<file path="src/rtl/tile_lane_scheduler.sv">
// tile_lane_scheduler
//
// Four-lane falling-tile tracker for a rhythm game. Each lane holds a small
// circular queue of tile Y positions. Spawn pulses push new tiles at Y=0,
// frame ticks move every tile down by `speed` (clamped at Y_MAX), and rising
// key edges are judged against the lowest tile (the queue head) in that lane.
// The block also owns the run state: IDLE -> RUN -> OVER -> RUN ...
//
// Ports
//   Clk, Reset        : clock and asynchronous active-high reset
//   start             : level; a rising edge starts a run from IDLE or OVER
//   frame_tick        : one-cycle pulse per video frame
//   spawn[3:0]        : per-lane spawn pulses (bit0 = lane 1)
//   key[3:0]          : per-lane key levels, already synchronous to Clk
//   speed[3:0]        : pixels added to each tile per frame tick
//   head_valid[3:0]   : lane queue non-empty
//   head_y            : head Y per lane, lane n at [n*Y_W +: Y_W], 0 if empty
//   lane_count        : occupancy per lane, lane n at [n*CW +: CW]
//   hit_pulse/miss_pulse : one-cycle per-lane judgement pulses
//   score, misses     : saturating totals
//   running, game_over: run state decode
//   overflow          : sticky, a spawn hit a full lane and was dropped
module tile_lane_scheduler #(
    parameter int DEPTH      = 4,
    parameter int Y_W        = 10,
    parameter int Y_MAX      = 479,
    parameter int HIT_LO     = 400,
    parameter int HIT_HI     = 479,
    parameter int MISS_LIMIT = 3,
    localparam int CW        = $clog2(DEPTH + 1),
    localparam int PW        = $clog2(DEPTH)
) (
    input  logic              Clk,
    input  logic              Reset,
    input  logic              start,
    input  logic              frame_tick,
    input  logic [3:0]        spawn,
    input  logic [3:0]        key,
    input  logic [3:0]        speed,
    output logic [3:0]        head_valid,
    output logic [4*Y_W-1:0]  head_y,
    output logic [4*CW-1:0]   lane_count,
    output logic [3:0]        hit_pulse,
    output logic [3:0]        miss_pulse,
    output logic [15:0]       score,
    output logic [7:0]        misses,
    output logic              running,
    output logic              game_over,
    output logic              overflow
);

    typedef enum logic [1:0] {ST_IDLE, ST_RUN, ST_OVER} state_t;

    localparam logic [Y_W-1:0] Y_MAX_C  = Y_W'(Y_MAX);
    localparam logic [Y_W-1:0] HIT_LO_C = Y_W'(HIT_LO);
    localparam logic [Y_W-1:0] HIT_HI_C = Y_W'(HIT_HI);
    localparam logic [CW-1:0]  DEPTH_C  = CW'(DEPTH);
    localparam logic [7:0]     LIMIT_C  = 8'(MISS_LIMIT);

    state_t            state_q, state_d;
    logic [Y_W-1:0]    ybuf_q [4][DEPTH];
    logic [Y_W-1:0]    ybuf_d [4][DEPTH];
    logic [PW-1:0]     rd_q [4], rd_d [4];
    logic [PW-1:0]     wr_q [4], wr_d [4];
    logic [CW-1:0]     count_q [4], count_d [4];
    logic [3:0]        key_q, hit_q, hit_d, miss_q, miss_d;
    logic              start_q, overflow_q, overflow_d;
    logic [15:0]       score_q, score_d;
    logic [7:0]        misses_q, misses_d;

    logic              in_run, start_rise;
    logic [3:0]        key_rise;
    logic [3:0]        lane_valid, lane_hit, lane_miss, lane_pop, lane_push, lane_drop;
    logic [Y_W-1:0]    lane_y [4];
    logic [Y_W-1:0]    adv_y [4][DEPTH];
    logic [2:0]        n_hits, n_miss;
    logic [16:0]       score_sum;
    logic [8:0]        miss_sum;

    assign in_run     = (state_q == ST_RUN);
    assign start_rise = start & ~start_q;
    assign key_rise   = key & ~key_q;

    for (genvar gi = 0; gi < 4; gi++) begin : g_lane
        logic in_window, tick_miss, wrong_press;

        assign lane_valid[gi] = (count_q[gi] != '0);
        // Judgement uses the stored head, i.e. the position before this cycle's advance.
        assign lane_y[gi]     = ybuf_q[gi][rd_q[gi]];
        assign in_window      = (lane_y[gi] >= HIT_LO_C) && (lane_y[gi] <= HIT_HI_C);
        assign lane_hit[gi]   = in_run && key_rise[gi] && lane_valid[gi] && in_window;
        assign wrong_press    = in_run && key_rise[gi] && !lane_hit[gi];
        // A key hit on the bottom tile takes precedence over the frame-tick miss.
        assign tick_miss      = in_run && frame_tick && lane_valid[gi]
                                && (lane_y[gi] == Y_MAX_C) && !lane_hit[gi];
        assign lane_miss[gi]  = wrong_press | tick_miss;
        assign lane_pop[gi]   = lane_hit[gi] | tick_miss;
        // A pop in the same cycle frees a slot, so a full lane can still accept.
        assign lane_push[gi]  = in_run && spawn[gi] && ((count_q[gi] != DEPTH_C) || lane_pop[gi]);
        assign lane_drop[gi]  = in_run && spawn[gi] && !lane_push[gi];

        for (genvar ge = 0; ge < DEPTH; ge++) begin : g_entry
            logic [Y_W:0] sum;
            assign sum = {1'b0, ybuf_q[gi][ge]} + {{(Y_W - 3){1'b0}}, speed};
            assign adv_y[gi][ge] = (sum > {1'b0, Y_MAX_C}) ? Y_MAX_C : sum[Y_W-1:0];
        end

        assign head_valid[gi]           = lane_valid[gi];
        assign head_y[gi*Y_W +: Y_W]    = lane_valid[gi] ? lane_y[gi] : '0;
        assign lane_count[gi*CW +: CW]  = count_q[gi];
    end

    always_comb begin
        state_d    = state_q;
        ybuf_d     = ybuf_q;
        rd_d       = rd_q;
        wr_d       = wr_q;
        count_d    = count_q;
        overflow_d = overflow_q;
        score_d    = score_q;
        misses_d   = misses_q;
        hit_d      = lane_hit;
        miss_d     = lane_miss;
        n_hits     = '0;
        n_miss     = '0;
        for (int l = 0; l < 4; l++) begin
            n_hits = n_hits + {2'b00, lane_hit[l]};
            n_miss = n_miss + {2'b00, lane_miss[l]};
        end
        score_sum  = {1'b0, score_q} + {14'd0, n_hits};
        miss_sum   = {1'b0, misses_q} + {6'd0, n_miss};

        if (in_run) begin
            for (int l = 0; l < 4; l++) begin
                if (frame_tick) begin
                    // Advancing the popped slot too is harmless; it is no longer read.
                    for (int e = 0; e < DEPTH; e++) ybuf_d[l][e] = adv_y[l][e];
                end
                if (lane_pop[l]) rd_d[l] = rd_q[l] + 1'b1;
                if (lane_push[l]) begin
                    ybuf_d[l][wr_q[l]] = '0;
                    wr_d[l] = wr_q[l] + 1'b1;
                end
                count_d[l] = count_q[l] - {{(CW-1){1'b0}}, lane_pop[l]}
                                        + {{(CW-1){1'b0}}, lane_push[l]};
            end
            if (|lane_drop) overflow_d = 1'b1;
            score_d  = score_sum[16] ? 16'hFFFF : score_sum[15:0];
            misses_d = miss_sum[8] ? 8'hFF : miss_sum[7:0];
            if (misses_d >= LIMIT_C) state_d = ST_OVER;
        end else if (start_rise) begin
            state_d    = ST_RUN;
            overflow_d = 1'b0;
            score_d    = '0;
            misses_d   = '0;
            for (int l = 0; l < 4; l++) begin
                rd_d[l]    = '0;
                wr_d[l]    = '0;
                count_d[l] = '0;
                for (int e = 0; e < DEPTH; e++) ybuf_d[l][e] = '0;
            end
        end
    end

    always_ff @(posedge Clk or posedge Reset) begin
        if (Reset) begin
            state_q    <= ST_IDLE;
            key_q      <= '0;
            start_q    <= 1'b0;
            hit_q      <= '0;
            miss_q     <= '0;
            overflow_q <= 1'b0;
            score_q    <= '0;
            misses_q   <= '0;
            for (int l = 0; l < 4; l++) begin
                rd_q[l]    <= '0;
                wr_q[l]    <= '0;
                count_q[l] <= '0;
                for (int e = 0; e < DEPTH; e++) ybuf_q[l][e] <= '0;
            end
        end else begin
            state_q    <= state_d;
            key_q      <= key;
            start_q    <= start;
            hit_q      <= hit_d;
            miss_q     <= miss_d;
            overflow_q <= overflow_d;
            score_q    <= score_d;
            misses_q   <= misses_d;
            rd_q       <= rd_d;
            wr_q       <= wr_d;
            count_q    <= count_d;
            ybuf_q     <= ybuf_d;
        end
    end

    assign hit_pulse  = hit_q;
    assign miss_pulse = miss_q;
    assign score      = score_q;
    assign misses     = misses_q;
    assign overflow   = overflow_q;
    assign running    = (state_q == ST_RUN);
    assign game_over  = (state_q == ST_OVER);

endmodule

</file>
<file path="config.mk">
export PLATFORM = sky130hd
export DESIGN_NAME = tile_lane_scheduler
export DESIGN_NICKNAME = d
export VERILOG_FILES = /design/src/rtl/tile_lane_scheduler.sv
export SDC_FILE = /design/constraint.sdc
export NUM_CORES = 1
export LEC_CHECK = 0
export CELL_PAD_IN_SITES_DETAIL_PLACEMENT = 0
export CELL_PAD_IN_SITES_GLOBAL_PLACEMENT = 1
export CORE_MARGIN = 3
export CORE_UTILIZATION = 30
export CTS_BUF_LIST = sky130_fd_sc_hd__clkbuf_4
export CTS_CLUSTER_SIZE = 25
export DETAILED_ROUTE_END_ITERATION = 10
export DONT_BUFFER_PORTS = 1
export GPL_TIMING_DRIVEN = 0
export PLACE_DENSITY = 0.62
export RECOVER_POWER = 25
export SYNTH_ARGS = -nofsm -noshare
export SYNTH_HDL_FRONTEND = slang
export SYNTH_SLANG_ARGS = --single-unit
</file>
<file path="constraint.sdc">
create_clock -name Clk -period 6.6 [get_ports Clk]
set_input_delay 0 -clock Clk [delete_from_list [all_inputs] [get_ports Clk]]
set_output_delay 0 -clock Clk [all_outputs]
set_load 0.1 [all_outputs]
</file>
# Word level (Yosys, flattened, before mapping)
# Index checks and enable logic that the tools add are counted.
# Widths: inputs -> output; s select.
# totals
ff_bits	228
input_bits	16
wordCells	316
# op_classes
bitwise	28
n_mux	78
magnitude_cmp	37
eq_ne	20
reduce_logical	77
addsub	40
# ops
op	count
$mux 40	12
$mux 10	32
$mux 160	2
$add 10x4->11	16
$gt 11x9->1 const B	16
$and 40x40->40	4
$not 40->40	4
$bmux 10 s2	4
$demux 10 s2	4
$logic_and 1x1->1	49
$mux 16	3
$eq 10x9->1 const B	4
$ge 10x9->1 const B	4
$le 10x9->1 const B	4
$mux 8	5
$ge 3x3->1 const B	8
$mux 12	2
$not 2->3	8
$mux 2	11
$ne 2x1->1 const B	10
$reduce_and 2->1	10
$add 3x1->3	6
$add 16x3->17	1
$add 2x1->2 const B	8
20 further kinds	53

# Longest topological paths before layout
# depth
word_depth	18
ltp_mapped	19
mapped_depth_nobuf	19

# Least setup slack after synthesis
# OpenSTA, ideal clock, no wires.
# synth_path
path_type	register -> register
start	reg count_q, in the netlist lane_count[6]
end	reg state_q[1]
required_time_ns	6.482
setup_ns	0.118
setup_slack_ns	2.225
stages_incl_launch_ff	18
n_path_buf	0
arrival_time_ns	4.257
path_cell_list	dfrtp_1 or3_1 nand2_1 or4_4 nor2_1 o21ai_0 fa_1 fa_1 inv_1 fa_1 and2_1 nand4_1 nor2_1 nand2_1 o21ai_0 o2111ai_1 a21o_1 a21o_1
# synth_via
elab_chain_len	13
word_cells_on_any_way	16
cone_classes	add/sub (3); order compare (1); eq/ne (1); mux (1); bitwise (1); reduce/logical (9)
# synth_rtl
item	line_no	rtl
start: declaration	65	logic [CW-1:0] count_q [4], count_d [4];
start signal: assignment	192	count_q <= count_d;
$reduce_bool 3->1 (*)	87	assign lane_valid[gi] = (count_q[gi] != '0);
$logic_and 1x1->1 (2 in series)	91	assign lane_hit[gi] = in_run && key_rise[gi] && lane_valid[gi] && in_window;
$logic_not 1->1	92, 95	
$logic_and 1x1->1, on equally long branches	92, 95	
$or 1x1->1 (*)	96	assign lane_miss[gi] = wrong_press | tick_miss;
$add 2x1->3 (*)	128	n_miss = n_miss + {2'b00, lane_miss[l]};
$add 3x1->3 (*)	128	
$add 8x3->9 (*)	131	miss_sum = {1'b0, misses_q} + {6'd0, n_miss};
$mux 8 (*)	149	misses_d = miss_sum[8] ? 8'hFF : miss_sum[7:0];
$ge 8x2->1 (*)	150	if (misses_d >= LIMIT_C) state_d = ST_OVER;
$ne 2x1->1 (no source line) (*)	n/a	
$reduce_and 2->1 (no source line) (*)	n/a	
end signal: assignment	182	state_q <= state_d;
end: declaration	60	state_t state_q, state_d;
# Mark *: on every way between the ends. The rest lies on a longest branch, timed or not.
# A chain may end at the register's enable or synchronous reset.

# Worst setup path after layout
# layout_path
start	reg count_q, in the netlist lane_count[7]
end	reg state_q[1]
# The elaborated chain is that of the path after synthesis.

==> impl_metrics.ini <==
[outcome]
status = complete, but fails checks
violations = max-capacitance violations, max-slew violations

[synth]
synth_cells = 2004
synth.distinct_cells = 93
synth_edf_count = 0
ys.flop_type = dfrtp_1
synthesis.nets = 2136
syn_avg_cell_area_um2 = 8.70
async_reset_ff_share_pct = 100
ys_seq_elements = 228
netlist_area_mm2 = 0.0174
yosysWarnings = 0
seq_area_frac_synth_pct = 32.7

[floorplan]
die-area_mm2 = 0.0611
core-area_mm2 = 0.0569
die_w_um = 247
initial_core_util_pct = 30.6
rows = 87
ios = 107
fp.dieH_um = 247

[cells_and_area]
drive_gt1_share_pct = 9.61
nNetsFinal = 2243
fillers = 5891
area_delta_synth_final_pct = 12.5
design_area_mm2 = 0.0196
post-route-util_pct = 34.5

[route]
wl_per_cell_um = 23.3
wirelength_mm = 67.8
drt_iter0_markers = 1457
via_per_inst = 5.67
num_vias = 16522
ant_nets = 0
drtPass1Iterations = 5
drc = 0

[cts]
hold_buffers = 30
htreeDepth = 3
cts_tree = yes
cts_sinks = 228
clockBufferDepth = 3
cts_root_buf = clkbuf_4
clkTransAtPathRegs_ps = 70
cts_buffers = 72
ctsResizeCount = 0
post_cts_buffers = 0
clkLatencyLatePin_ps = 790

[timing]
fmax_mhz = 178
skew_ps = 43.4
tightest_slew_ps = 2990
fin_crit_sh_pct = 84.9
setup_viol = 0
slew_violations = 145
rsz0062_at_grt = no
final.min_clock_period_ps = 5600
setup_tns_ps = 0
hold_viol_final = 0
relSlewSlack_pct = -99.6

[worst_setup_path]
cp-end-kind = register
critPathKind = reg2reg
startpoint = lane_count[7]$_DFFE_PP0P_
r2r-end = state_q[1]$_DFFE_PP0P_
path_max_fanout = 5
r2r_setup_slack_ps = 1000
ff2ff_path_depth = 17
crit_required_ps = 7260
r2r-start = lane_count[7]$_DFFE_PP0P_
cp_data_arrival_time_ps = 6260
startpoint_type = register
endpoint = state_q[1]$_DFFE_PP0P_

[power_and_ir_drop]
powerDensity_mw_per_mm2 = 394
power.leakage_nw = 8.59
worst_ir_drop_vdd_mv = 0.149
power.total_mw = 7.74

[placement]
dp_hpwl_mm = 48.6
portBuffers = 0
gp_congestion = 0.888
post_dp_cell_area_mm2 = 0.0185

[global_routing]
antenna_found_initial = 5
grt_pass1_vias = 15541
grt.total_usage_pct = 22.1
grt_max_degree = 108
grt_first_pass_wirelength_mm = 101
grt_remaining_overflow = 0

[flow_run]
maxCapViolations = 2

[min_path]
hp-class = in2reg
hold_path_depth = 6
per-stage QoR:
| stage | setup WS, ps | hold WS [ps] | cells |
|---|---|---|---|
| after floorplan | 352 | 31.4 | 2004 |
| after global placement | -3430 | 31.6 | 2760 |
| after detailed placement | 900 | -141 | 2763 |
| after CTS | 862 | 58.9 | 2911 |
| after global routing | 700 | 190 | 2913 |
| final | 998 | 167 | 2915 |
final cells by class:
type	count	area, um^2	share of cell area [%]
flip-flops and latches	228	5710	29.1
clock buffers	101	758	3.86
diodes	4	10.0	0.0510
clock inverters	17	66.3	0.338
plain buffers	88	373	1.90
well taps	756	946	4.82
repair buffers	33	394	2.01
inverters	94	354	1.80
multi-input cells	1594	11000	56.1
cell usage after synthesis (10+ instances only):
cell | n | area [um^2]
mux4_2 | 32 | 721
o211ai_1 | 15 | 113
nor2b_1 | 15 | 93.8
o21bai_1 | 15 | 113
buf_2 | 15 | 75.1
nand2b_1 | 24 | 150
o21a_1 | 18 | 135
xor2_1 | 16 | 140
and3_1 | 36 | 225
and2_1 | 69 | 432
nand4_1 | 25 | 156
a211oi_1 | 25 | 188
ha_1 | 90 | 1130
xnor2_1 | 41 | 359
or3_1 | 14 | 87.6
o2111ai_1 | 10 | 87.6
nand3_1 | 84 | 420
a21oi_1 | 181 | 906
o22a_1 | 11 | 96.3
dfrtp_1 | 228 | 5710
fa_1 | 26 | 521
o21ai_0 | 136 | 681
nor3_1 | 39 | 195
inv_1 | 92 | 345
a22o_1 | 16 | 140
o31ai_1 | 14 | 105
a21o_1 | 56 | 420
a31oi_1 | 46 | 288
nand2_1 | 211 | 792
nor2_1 | 143 | 537
clkbuf_1 | 57 | 214
buf_1 | 12 | 45.0
metal layers:
| layer | part of all wire [%] | track usage (%) | up-vias |
|---|---|---|---|
| li1 | - | - | 7668 |
| met1 | 45 | 30.2 | 8154 |
| met2 | 45 | 34.7 | 583 |
| met3 | 6.9 | 4.09 | 117 |
| met4 | 3.0 | 8.11 | 0 |
| met5 | 0 | 0 | - |
placed cells by master, fill, tap and decap left out, types with 8 or more instances in the layout:
| cell | count |
|---|---|
| xor2_1 | 16 |
| and2_1 | 69 |
| mux4_1 | 8 |
| fa_1 | 26 |
| o211ai_1 | 15 |
| clkbuf_4 | 101 |
| nand2_1 | 211 |
| nand2b_1 | 24 |
| mux4_2 | 32 |
| a21o_1 | 56 |
| nor3_1 | 39 |
| o22a_1 | 11 |
| dfrtp_1 | 228 |
| o21bai_1 | 15 |
| o2111ai_1 | 10 |
| clkbuf_1 | 54 |
| or3_1 | 14 |
| a21oi_1 | 181 |
| o21ai_1 | 8 |
| and3_1 | 36 |
| o31ai_1 | 14 |
| nor2_1 | 143 |
| mux2i_1 | 8 |
| nand4_1 | 25 |
| buf_2 | 15 |
| a211oi_1 | 25 |
| o21a_1 | 18 |
| o2bb2ai_1 | 8 |
| nand3_1 | 84 |
| o21ai_0 | 136 |
| inv_1 | 91 |
| a22o_1 | 16 |
| ha_1 | 90 |
| buf_1 | 12 |
| clkinv_1 | 13 |
| dlygate4sd3_1 | 25 |
| nor2b_1 | 14 |
| xnor2_1 | 41 |
| a31oi_1 | 46 |
report_power, final:
| part | switching, mW | total [mW] | internal (mW) |
|---|---|---|---|
| combinational | 2.63 | 3.86 | 1.24 |
| clock | 0.705 | 1.40 | 0.697 |
| sequential | 0.747 | 2.47 | 1.72 |
worst min path at each step:
stage          startpoint                       to  slack (ps)
4_1_cts        frame_tick   ybuf_q[86]$_DFFE_PP0P_          60
3_5_place_dp        Reset  ybuf_q[151]$_DFFE_PP0P_        -140
5_1_grt        frame_tick  ybuf_q[107]$_DFFE_PP0P_         190
3_3_place_gp       key[2]       key_q[2]$_DFF_PP0_          30
6_report       frame_tick   ybuf_q[86]$_DFFE_PP0P_         170
2_1_floorplan      key[0]       key_q[0]$_DFF_PP0_          30
cell families (layout without fill, tap and decap cells):
family | count (synthesis) | count (layout) | share of synthesized area [%]
fa+ha+maj | 116 | 116 | 9.44
mux | 51 | 51 | 5.99
simple gates | 713 | 713 | 20.2
other cells | 0 | 4 | 0
compound gates | 657 | 657 | 24.7
buf+inv | 182 | 333 | 4.13
xor+xnor | 57 | 57 | 2.86
flops | 228 | 228 | 32.7
flip-flops by register name, indices dropped and copies added, names as in the netlist, 8 cells and up:
| name | count |
|---|---|
| rd_q | 8 |
| score | 16 |
| lane_count | 12 |
| wr_q | 8 |
| ybuf_q | 160 |
| misses | 8 |
critical path, cell delays in order (launching register included):
cell and delay [ps]:
dfrtp_1 790, or3_1 670, nand2_1 160, or4_4 160, nor2_1 40, o21ai_0 930, fa_1 600, fa_1 400
inv_1 80, fa_1 230, and2_1 230, nand4_1 180, nor2_1 180, nand2_1 70, o21ai_0 140, o2111ai_1 150
a21o_1 260, a21o_1 170
Note: power is estimated with default switching activity, not from simulation.
